===== src/rtl/v2_deque_pkg.sv =====
// Shared types and default sizing for the v2 op-centric deque.
// Default sizes may be overridden from the build through TOP_DEPTH / TOP_CHANWIDTH.
`ifndef TOP_DEPTH
`define TOP_DEPTH 8
`endif
`ifndef TOP_CHANWIDTH
`define TOP_CHANWIDTH 32
`endif

package v2_deque_pkg;

    localparam int unsigned DEPTH_DEFAULT = `TOP_DEPTH;
    localparam int unsigned WIDTH_DEFAULT = `TOP_CHANWIDTH;
    localparam int unsigned PTR_W_DEFAULT = $clog2(DEPTH_DEFAULT);
    localparam int unsigned CNT_W_DEFAULT = PTR_W_DEFAULT + 1;

    typedef enum logic [2:0] {
        OP_NONE,
        OP_PUSH_BACK,
        OP_PUSH_FRONT,
        OP_POP_FRONT,
        OP_POP_BACK
    } op_e;

endpackage


===== src/rtl/v2_deque_ctrl.sv =====
// Deque control: push/pop arbitration, head/count bookkeeping, write index and read indices.
// Storage lives in the parent; this block only decides where data goes.
module v2_deque_ctrl
    import v2_deque_pkg::*;
#(
    parameter int unsigned p_depth  = DEPTH_DEFAULT,
    localparam int unsigned lp_ptr_w = $clog2(p_depth),
    localparam int unsigned lp_cnt_w = lp_ptr_w + 1
) (
    input  logic                clk,
    input  logic                rst,
    input  logic                i_clear,
    input  logic                i_push_back_en,
    input  logic                i_push_front_en,
    input  logic                i_pop_front_en,
    input  logic                i_pop_back_en,
    output logic                o_push_rdy,
    output logic                o_pop_rdy,
    output logic                o_wr_en,
    output logic                o_wr_sel_front,
    output logic [lp_ptr_w-1:0] o_wr_idx,
    output logic [lp_ptr_w-1:0] o_rd_front_idx,
    output logic [lp_ptr_w-1:0] o_rd_back_idx,
    output logic [lp_cnt_w-1:0] o_count
);

    localparam logic [lp_ptr_w-1:0] lp_ptr_one = lp_ptr_w'(1);
    localparam logic [lp_cnt_w-1:0] lp_cnt_one = lp_cnt_w'(1);
    localparam logic [lp_cnt_w-1:0] lp_cnt_max = lp_cnt_w'(p_depth);

    logic [lp_ptr_w-1:0] r_head;
    logic [lp_cnt_w-1:0] r_count;

    op_e                 w_push_op;
    op_e                 w_pop_op;
    logic                w_push_rdy;
    logic                w_pop_rdy;
    logic [lp_ptr_w-1:0] w_count_lo;
    logic [lp_ptr_w-1:0] w_tail;
    logic [lp_ptr_w-1:0] w_head_next;
    logic [lp_ptr_w-1:0] w_wr_idx;
    logic [lp_cnt_w-1:0] w_count_next;

    // Readiness comes from registered state only, so there is no en->rdy path.
    assign w_push_rdy = (r_count != lp_cnt_max);
    assign w_pop_rdy  = (r_count != '0);
    assign w_count_lo = r_count[lp_ptr_w-1:0];
    assign w_tail     = r_head + w_count_lo - lp_ptr_one;

    // NOTE: every always_comb output gets a default first so no path leaves it unassigned (no latch).
    always_comb begin
        w_push_op = OP_NONE;
        w_pop_op  = OP_NONE;
        if (!i_clear) begin
            if (w_push_rdy) begin
                if (i_push_back_en)       w_push_op = OP_PUSH_BACK;
                else if (i_push_front_en) w_push_op = OP_PUSH_FRONT;
            end
            if (w_pop_rdy) begin
                if (i_pop_front_en)       w_pop_op = OP_POP_FRONT;
                else if (i_pop_back_en)   w_pop_op = OP_POP_BACK;
            end
        end
    end

    // NOTE: blocking assignments here build the next value step by step within one evaluation.
    always_comb begin
        w_head_next  = r_head;
        w_count_next = r_count;
        if (w_push_op == OP_PUSH_FRONT) w_head_next = w_head_next - lp_ptr_one;
        if (w_pop_op  == OP_POP_FRONT)  w_head_next = w_head_next + lp_ptr_one;
        if (w_push_op != OP_NONE)       w_count_next = w_count_next + lp_cnt_one;
        if (w_pop_op  != OP_NONE)       w_count_next = w_count_next - lp_cnt_one;

        // A simultaneous pop shifts the slot a push lands in: front pushes reuse the
        // popped head, back pushes reuse the popped tail.
        if (w_push_op == OP_PUSH_FRONT)
            w_wr_idx = (w_pop_op == OP_POP_FRONT) ? r_head : r_head - lp_ptr_one;
        else
            w_wr_idx = (w_pop_op == OP_POP_BACK) ? w_tail : r_head + w_count_lo;
    end

    // NOTE: sequential state uses non-blocking assignments so all registers update together.
    always_ff @(posedge clk or negedge rst) begin
        if (!rst) begin
            r_head  <= '0;
            r_count <= '0;
        end else if (i_clear) begin
            r_head  <= '0;
            r_count <= '0;
        end else begin
            r_head  <= w_head_next;
            r_count <= w_count_next;
        end
    end

    assign o_push_rdy     = w_push_rdy;
    assign o_pop_rdy      = w_pop_rdy;
    assign o_wr_en        = (w_push_op != OP_NONE);
    assign o_wr_sel_front = (w_push_op == OP_PUSH_FRONT);
    assign o_wr_idx       = w_wr_idx;
    assign o_rd_front_idx = r_head;
    assign o_rd_back_idx  = w_tail;
    assign o_count        = r_count;

endmodule


===== src/rtl/v2_op_centric_deque.sv =====
// Double-ended queue over a circular register file; control in v2_deque_ctrl,
// storage and read muxing here.
module v2_op_centric_deque
    import v2_deque_pkg::*;
#(
    parameter int unsigned p_depth    = DEPTH_DEFAULT,
    parameter int unsigned p_bitwidth = WIDTH_DEFAULT,
    localparam int unsigned lp_ptr_w  = $clog2(p_depth),
    localparam int unsigned lp_cnt_w  = lp_ptr_w + 1
) (
    input  logic                  clk,
    input  logic                  rst,
    input  logic                  clear,
    input  logic                  push_back_en,
    output logic                  push_back_rdy,
    input  logic [p_bitwidth-1:0] push_back_data,
    input  logic                  push_front_en,
    output logic                  push_front_rdy,
    input  logic [p_bitwidth-1:0] push_front_data,
    input  logic                  pop_front_en,
    output logic                  pop_front_rdy,
    output logic [p_bitwidth-1:0] pop_front_data,
    input  logic                  pop_back_en,
    output logic                  pop_back_rdy,
    output logic [p_bitwidth-1:0] pop_back_data,
    output logic [lp_cnt_w-1:0]   count
);

    logic [p_bitwidth-1:0] r_mem [p_depth];

    logic                w_push_rdy;
    logic                w_pop_rdy;
    logic                w_wr_en;
    logic                w_wr_sel_front;
    logic [lp_ptr_w-1:0] w_wr_idx;
    logic [lp_ptr_w-1:0] w_rd_front_idx;
    logic [lp_ptr_w-1:0] w_rd_back_idx;

    v2_deque_ctrl #(
        .p_depth (p_depth)
    ) u_ctrl (
        .clk             (clk),
        .rst             (rst),
        .i_clear         (clear),
        .i_push_back_en  (push_back_en),
        .i_push_front_en (push_front_en),
        .i_pop_front_en  (pop_front_en),
        .i_pop_back_en   (pop_back_en),
        .o_push_rdy      (w_push_rdy),
        .o_pop_rdy       (w_pop_rdy),
        .o_wr_en         (w_wr_en),
        .o_wr_sel_front  (w_wr_sel_front),
        .o_wr_idx        (w_wr_idx),
        .o_rd_front_idx  (w_rd_front_idx),
        .o_rd_back_idx   (w_rd_back_idx),
        .o_count         (count)
    );

    // NOTE: the register file is reset because cleared-to-zero storage is part of the reset state;
    // this is only viable because the array is small flops, not a RAM macro.
    always_ff @(posedge clk or negedge rst) begin
        if (!rst) begin
            for (int unsigned i = 0; i < p_depth; i++) r_mem[i] <= '0;
        end else if (w_wr_en) begin
            r_mem[w_wr_idx] <= w_wr_sel_front ? push_front_data : push_back_data;
        end
    end

    assign push_back_rdy  = w_push_rdy;
    assign push_front_rdy = w_push_rdy;
    assign pop_front_rdy  = w_pop_rdy;
    assign pop_back_rdy   = w_pop_rdy;

    // Stale entries stay in storage after a clear, so reads are masked when empty.
    assign pop_front_data = w_pop_rdy ? r_mem[w_rd_front_idx] : '0;
    assign pop_back_data  = w_pop_rdy ? r_mem[w_rd_back_idx]  : '0;

endmodule


===== config.mk =====
export PLATFORM = sky130hd
export DESIGN_NAME = v2_op_centric_deque
export DESIGN_NICKNAME = d
export VERILOG_FILES = /design/src/rtl/v2_deque_pkg.sv /design/src/rtl/v2_deque_ctrl.sv /design/src/rtl/v2_op_centric_deque.sv
export SDC_FILE = /design/constraint.sdc
export NUM_CORES = 1
export LEC_CHECK = 0
export ABC_AREA = 1
export CAP_MARGIN = 0
export CORE_MARGIN = 2
export CORE_UTILIZATION = 45
export CTS_CLUSTER_DIAMETER = 50
export DETAILED_ROUTE_END_ITERATION = 12
export GPL_ROUTABILITY_DRIVEN = 0
export SKIP_LAST_GASP = 1
export SLEW_MARGIN = 20
export SYNTH_ARGS = -nofsm -noshare
export SYNTH_HDL_FRONTEND = slang
export SYNTH_SLANG_ARGS = --single-unit

===== constraint.sdc =====
create_clock -name clk -period 8.3 [get_ports clk]
set_clock_uncertainty 0.1 [all_clocks]
set_input_delay 1.66 -clock clk [delete_from_list [all_inputs] [get_ports clk]]
set_output_delay 1.66 -clock clk [all_outputs]
set_load 0.01 [all_outputs]

==> results summary, run 1 <==
The net count after synthesis came out at 2530. The worst setup path is captured at an output pin. Entering global routing, the biggest net connects 160 pins. Of the available clock period, the critical path in the final layout requires 84.0%. Yosys attributes the largest share of cell area to dfrtp_1 38%, nand2_1 15%, nand4_1 9.5%. The overflow left after global routing is 0. Setup repair after global routing left no endpoint under its margin.

The effective utilization at floorplan is 45.6%. The worst setup path is of the flop to output pin kind. Max-cap violations in this run came to 0. The count of port buffers added during placement is 142. The worst-case clock buffer depth came out at 3.

The boundary pin count came out at 143. In this run the tightest slew margin relative to its limit is 28.9%. The first-pass GRT wire length came out at 102000 um. Clock tree synthesis inserted a total of 40 buffers.

The number of inserted filler cells in the final layout is 3698. In this run the number of H-tree levels came out at 2. After floorplanning, the core was sized to cover 37600 um2. The detailed router placed 18063 vias in this run.

The smallest hold slack came out at 0.376 ns. The post-synthesis async set-or-reset flop share is 100%. The part of the Yosys area used for sequential elements came out at 38.4%. The critical path starts at u_ctrl.o_rd_front_idx[0]. Of the cells placed in the final design, the portion with a size suffix greater than 1 is 5.72%.

The tree is rooted in a clkbuf_16. The initial antenna violation count is 0. The number of violations reported at the end of detailed-routing iteration 0 is 1973. The buffers plus inverters on the worst setup path is 4.

The relative area change from synthesis to final layout came out at 16.0%. The arrival time at the worst endpoint came out at 5.21 ns. The number of rows created at floorplan came out at 71. The largest driver fanout on the critical path came out at 51. The floorplan step defined a die boundary enclosing 39600 um2.

The number of cells on the worst hold path came out at 2. The width of the die came out at 199 um. The number of distinct library cells after synthesis came out at 30.

The worst hold path begins at r_mem[221]. The cell taking the most area after synthesis is dfrtp_1. The CTS clock-pin slew for the worst setup and hold paths is 0.05 ns. The area of all sequential standard cells is 6590 um2. The commonest non-fill, non-tap cell in the layout is nand2_1.

The post-synthesis instance area came out at 17100 um2. The vertical die dimension is 199 um. The worst setup path is launched from a flop. The placement-stage cell area came out at 18500 um2. The post-detailed-routing wire length is 65200 um.

The library cells used most frequently in the layout, excluding fill and tap cells, are 663 x nand2_1, 261 x dfrtp_1, 259 x nand4_1. The kind of cell adding the most delay to the critical path is buffers and inverters. For this run, the leading register cell type out of synthesis is dfrtp_1. Yosys printed 0 warnings.

The largest single stage delay on the critical path is 0.71 ns. The number of synthesized flops with an enable pin is 0. The setup TNS is 0 ns. Dividing the detail-routed via count by the number of cells gives 6.07. The clock network latency to the later pin of the worst-skew pair is 0.55 ns. The first detailed-routing pass took 5 iterations. Setup slack on the worst reg-to-reg path comes out at 2.42 ns. The count of cells resized by post-cts repair came out at 0.

The cell area power density is 493 nW/um2. The clock period could shrink to 6.97 ns. The final cell area excluding filler cells is 19900 um2.

The buffers inserted during post-CTS setup optimization is 0. The remaining routing DRC violations came out at 0. TritonCTS built the clock tree. The total of endpoints with negative setup slack in the final report came out at 0. The area taken by multi-input logic gates came out at 9000 um2. The worst reg-to-reg path cell count came out at 11.

The flow ran to the end, and the final reports show no timing, DRC or antenna violations. In this run the biggest area consumer among cell types represents 38.4% of the synthesized area. The TritonCTS sink count came out at 263. In the final routed layout, each cell accounts on average for 21.9 um. Traced cell by cell, the critical path runs through ha_4, inv_4, ha_2, clkinv_2, buf_4, o21ai_0, a21oi_1, o21a_1, nor3_1, clkdlybuf4s50_1. For this run, the total global-route usage over all layers was measured as 33.1%. For this design, the CTS-stage hold fixing added 0 buffers.

Synthesis produced 2452 cells. The worst register-to-register path ends at r_mem[113]. The maximum clock rate came out at 0.143 GHz. The net count of the finished layout is 2511. The number of pins with negative max-slew slack in the final report came to 0. The final antenna diode count came out at 0. The worst-case vdd ir drop is 0.392 mV. The largest individual stage delay along the critical path comes from the cell clkinv_2. Summed over all cells, the static leakage comes to 0.00907 uW. The final hold violation count was 0. The HPWL reported at the end of detailed placement is 34200 um.

The via count of the first global-routing pass came out at 17298. The count of antenna-violating nets left after detailed routing came out at 0. The startpoint of the worst-slack reg-to-reg timing path is u_ctrl.o_rd_front_idx[0]. The type of the tightest min-delay check is flop to flop. The count of state elements after synthesis is 263. The mean cell area of the mapped netlist is 6.99 um2. The data required time at the worst endpoint came out at 6.54 ns. For hold timing, the worst endpoint is r_mem[221].

The slew at the pin closest to its max-slew limit is 1.07 ns.
-- power breakdown --
part           total, uW  internal [uW]  switching [uW]  leakage, uW
Combinational       5790           1950            3840      0.00522
Sequential          2300           1880             413      0.00320
Clock               1710           1030             679     0.000646
-- synth_stat cells, types with 22 or more instances --
library cell and count:
a21oi_1 169, a31oi_1 30, buf_1 22, buf_2 106
clkbuf_1 96, dfrtp_1 263, inv_1 150, nand2_1 666
nand3_1 111, nand4_1 259, nor2_1 134, nor3_1 33
o21a_1 32, o21ai_0 203, o21bai_1 128
-- sequential cells by signal, indices dropped and copies added, names as in the netlist --
signal,cells
r_mem,256
u_ctrl.o_rd_front_idx,3
u_ctrl.o_count,4
-- cell type report --
class | count | share of cell area (%)
Clock buffer | 54 | 5.71
Multi-Input combinational cell | 1798 | 45.3
Timing Repair Buffer | 174 | 8.64
Sequential cell | 263 | 33.2
Clock inverter | 20 | 1.01
Tap cell | 511 | 3.22
Inverter | 156 | 2.98
-- tightest hold or removal path, stage by stage, from the launching register on --
cell	delay [ns]
dfrtp_1	0.34
nand2_1	0.05
nand2_1	0.05
-- layer usage --
metal  track usage (%)  part of all wire [%]  wire (um)  vias to the layer above
met5                 0                     0          0                        -
met4              11.5                   2.9       1920                        0
met3              5.79                   9.4       6150                      141
met2              52.7                    46      30000                      942
met1              45.3                    42      27100                     8687
li1                  -                     -          -                     8293
-- logic make-up after synthesis --
logic type	Yosys count	share of synthesized area [%]
AO/OA/AOI/OAI	566	19.2
XOR/XNOR	4	0.204
adder cells (fa/ha/maj)	7	0.555
buffers and inverters	391	9.60
flip-flops	263	38.4
AND/OR/NAND/NOR	1221	32.0
-- per-stage QoR --
stage,std cells,util (%),setup slack [ns],total power (uW)
4_1_cts,2976,52.9,1.79,9710
2_1_floorplan,2452,-,3.32,5860
5_1_grt,2976,52.9,1.12,10400
6_report,2976,52.9,1.33,9800
3_3_place_gp,2902,49.3,2.43,7910
3_5_place_dp,2902,49.3,2.39,7960
-- how the worst max path moves through the flow --
stage                                   end  slack [ns]  cells after the start
after global placement     pop_back_data[9]        2.43                     10
after CTS                  pop_back_data[4]        1.79                     10
after global routing       pop_back_data[4]        1.12                     10
after detailed placement   pop_back_data[4]        2.39                     10
after floorplan           pop_back_data[29]        3.32                     14
final                      pop_back_data[4]        1.33                     10
No activity file was read; power rests on OpenSTA's default activity.
==> run 2, diff against run 1 <==
==> constraint.sdc (replaced) <==
create_clock -name clk -period 7 [get_ports clk]
set_clock_uncertainty 0.1 [all_clocks]
set_input_delay 1.4 -clock clk [delete_from_list [all_inputs] [get_ports clk]]
set_output_delay 1.4 -clock clk [all_outputs]
set_load 0.01 [all_outputs]
==> results summary, run 2 (synthesis gave the netlist of run 1 again) <==
The HPWL reported at the end of detailed placement came out at 34500 um (+0.84%). The clock network latency to the later pin of the worst-skew pair came out at 0.53 ns (-0.02 ns). The clock power share is 18.0% (+0.5 points). The most critical setup path has its endpoint at pop_back_data[18]. The boundary pin count is 143 (unchanged). The final-stage net count is 2520 (+0.36%). The cell area power density came to 591 nW/um2 (+20%). The logic gate share of total power came out at 59.0% (about the same). The worst-case vdd ir drop came out at 0.441 mV (+13%).

The first-pass GRT wire length came out at 103000 um (+1.6%). The final hold violation count is 0 (unchanged). The relative area change from synthesis to final layout is 16.6%. CTS placed an instance of clkbuf_16 at the clock tree root. The largest net degree at the start of global routing came out at 111 (-31%).

The first-pass iteration count of the detailed router was 5 (unchanged). The clock buffer count from CTS came out at 41 (+2.5%). Setup repair after global routing left no endpoint under its margin. The startpoint of the worst-slack reg-to-reg timing path is u_ctrl.o_rd_front_idx[0]. The number of rows created at floorplan was 71 (unchanged). The remaining routing DRC violations is 0 (unchanged). The flip-flop count of the largest register, all copies and words added is 256 (unchanged). The H-tree depth is 2 (unchanged). The number of buffers added to fix hold violations after cts came out at 0 (unchanged). The final critical-path share of the clock period is 84.9%. The overflow left after global routing is 0 (unchanged). The flow ran to the end, and the final reports show no timing, DRC or antenna violations. The overall power of the completed layout came out at 11800 uW (+20%). The most flop-heavy register is r_mem. The slack of the worst reg-to-reg path came out at 1.97 ns (-0.45 ns). The arrival time at the worst endpoint is 4.44 ns (-0.77 ns). The setup TNS is 0 ns (unchanged). The worst setup path is launched from a flop. The largest driver fanout on the critical path is 29 (-43%). The buffers inserted during post-CTS setup optimization was 0 (unchanged).

The sequential cell fraction of total power was 23.0% (-0.4 points). The post-detailed-routing wire length came out at 66300 um (+1.7%). The worst reg-to-reg path cell count came out at 13 (+2). The min-delay analysis places its worst path in the category flop to flop. The worst reg2reg path endpoint is r_mem[243]. The via count of the first global-routing pass was 17406 (+0.62%).

The routed via count came to 18221 (+0.87%). The net switching component of the power came out at 5900 uW (+20%). The maximum clock rate is 0.168 GHz.

The vertical die dimension came out at 199 um (unchanged). The kind of capture point of the worst setup path is an output pin. The count of antenna-violating nets left after detailed routing came to 0 (unchanged). The detailed-route vias per instance was 6.11 (+0.67%). The total die area is 39600 um2 (unchanged). The data required time at the worst endpoint is 5.50 ns (-1.04 ns). The total core area came out at 37600 um2 (unchanged). The count of cells resized by post-cts repair is 0 (unchanged).

The slew at the pin closest to its max-slew limit was 1.14 ns (+0.0697 ns). The count of port buffers added during placement is 142 (unchanged). The switching power as a share of total power is 50.1% (-0.28 points). The effective utilization at floorplan is 45.6% (unchanged). The share of the core filled with cells in the final layout is 53.1% (+0.26 points). The final antenna diode count came to 0 (unchanged). The max-cap violation count is 0 (unchanged). The internal power summed over all cells came out at 5890 uW (+21%). The library cells used most frequently in the layout, excluding fill and tap cells, are 663 x nand2_1, 260 x dfrtp_1, 259 x nand4_1. The routed design could run at a clock period as short as 5.94 ns. Leaving out fill and tap cells, the most frequent cell in the layout is nand2_1. The category of the critical setup timing path is flop to output pin.

The width of the die is 199 um (unchanged). The total of endpoints with negative setup slack in the final report came out at 0 (unchanged). The post-detailed-route wirelength per cell came out at 22.2 um (+1.5%). The leakage power total came out at 0.00913 uW (+0.66%). The aggregate global-route resource usage came out at 33.7% (+0.67 points). The fraction of layout instances using a drive strength above 1 was 6.11% (+0.39 points).

The TritonCTS sink count is 263 (unchanged). The initial antenna violation count is 0 (unchanged). In this run the worst setup path begins at u_ctrl.o_rd_front_idx[1]. The relative slew slack is 24.3% (-4.6 points). The worst-case clock buffer depth was 3 (unchanged). The number of inserted filler cells in the final layout came out at 3664 (-0.92%). The CTS clock-pin slew for the worst setup and hold paths came out at 0.06 ns (about the same). The clock tree from TritonCTS is done. The number of violations reported at the end of detailed-routing iteration 0 was 1851 (-6.2%). The number of pins with negative max-slew slack in the final report came out at 0 (unchanged).
run 2: cell count changes in the layout (fill, tap and decap cells not counted), moves of 2 or more:
cell       delta
buf_4        +10
bufinv_16     +3
clkbuf_1      -3
buf_12        -2
clkinv_2      -2
run 2: final cells by class:
class / instances / area (um2) / share of cell area (%)
clock buffer: 51 / 1120 / 5.63
sequential: 263 / 6590 / 33.0
timing repair buffer: 182 / 1750 / 8.77
clock inverter: 21 / 274 / 1.37
multi-input combinational: 1798 / 9000 / 45.1
inverter: 156 / 591 / 2.96
tap: 511 / 639 / 3.20
run 2: worst max-delay path: stages, from the launching register on:
cell and delay, ns:
dfrtp_2 0.72, inv_2 0.09, fa_1 0.59, ha_2 0.20, inv_1 0.04, nand3_1 0.08
and2_2 0.78, buf_4 0.35, a21oi_1 0.06, nor3_1 0.35, clkdlybuf4s50_1 0.63
run 2: worst min path at each step:
stage                 endpoint  depth (start not counted)  slack (ns)       start
finish              r_mem[222]                          2        0.38  r_mem[222]
global route        r_mem[221]                          2        0.41  r_mem[221]
CTS                 r_mem[221]                          2        0.38  r_mem[221]
detailed placement  r_mem[221]                          2        0.36  r_mem[221]
global placement    r_mem[221]                          2        0.36  r_mem[221]
floorplan           r_mem[221]                          2        0.34  r_mem[221]
run 2: per-layer routing:
metal | routed length [um] | global-route usage, % | up-vias
met5 | 0 | 0 | -
met2 | 30600 | 54.4 | 969
met3 | 6230 | 5.64 | 142
met4 | 1720 | 11.1 | 0
met1 | 27800 | 46.1 | 8806
li1 | - | - | 8304
run 2: stage by stage:
stage / instance area, um2 / cells / worst slack (ns) / hold WS, ns
3_3_place_gp: 18600 / 2910 / 1.71 / 0.358
5_1_grt: 20000 / 2982 / 0.898 / 0.407
2_1_floorplan: 17100 / 2452 / 2.28 / 0.342
4_1_cts: 20000 / 2982 / 1.14 / 0.378
6_report: 20000 / 2982 / 1.06 / 0.379
3_5_place_dp: 18600 / 2910 / 1.72 / 0.363
run 2: power groups by stage:
stage | sequential, uW | combinational [uW] | clock [uW]
5_1_grt | 2790 | 7540 | 2230
3_3_place_gp | 2690 | 6760 | 0
2_1_floorplan | 2570 | 4370 | 0
4_1_cts | 2690 | 6840 | 2150
6_report | 2710 | 6960 | 2120
3_5_place_dp | 2700 | 6820 | 0
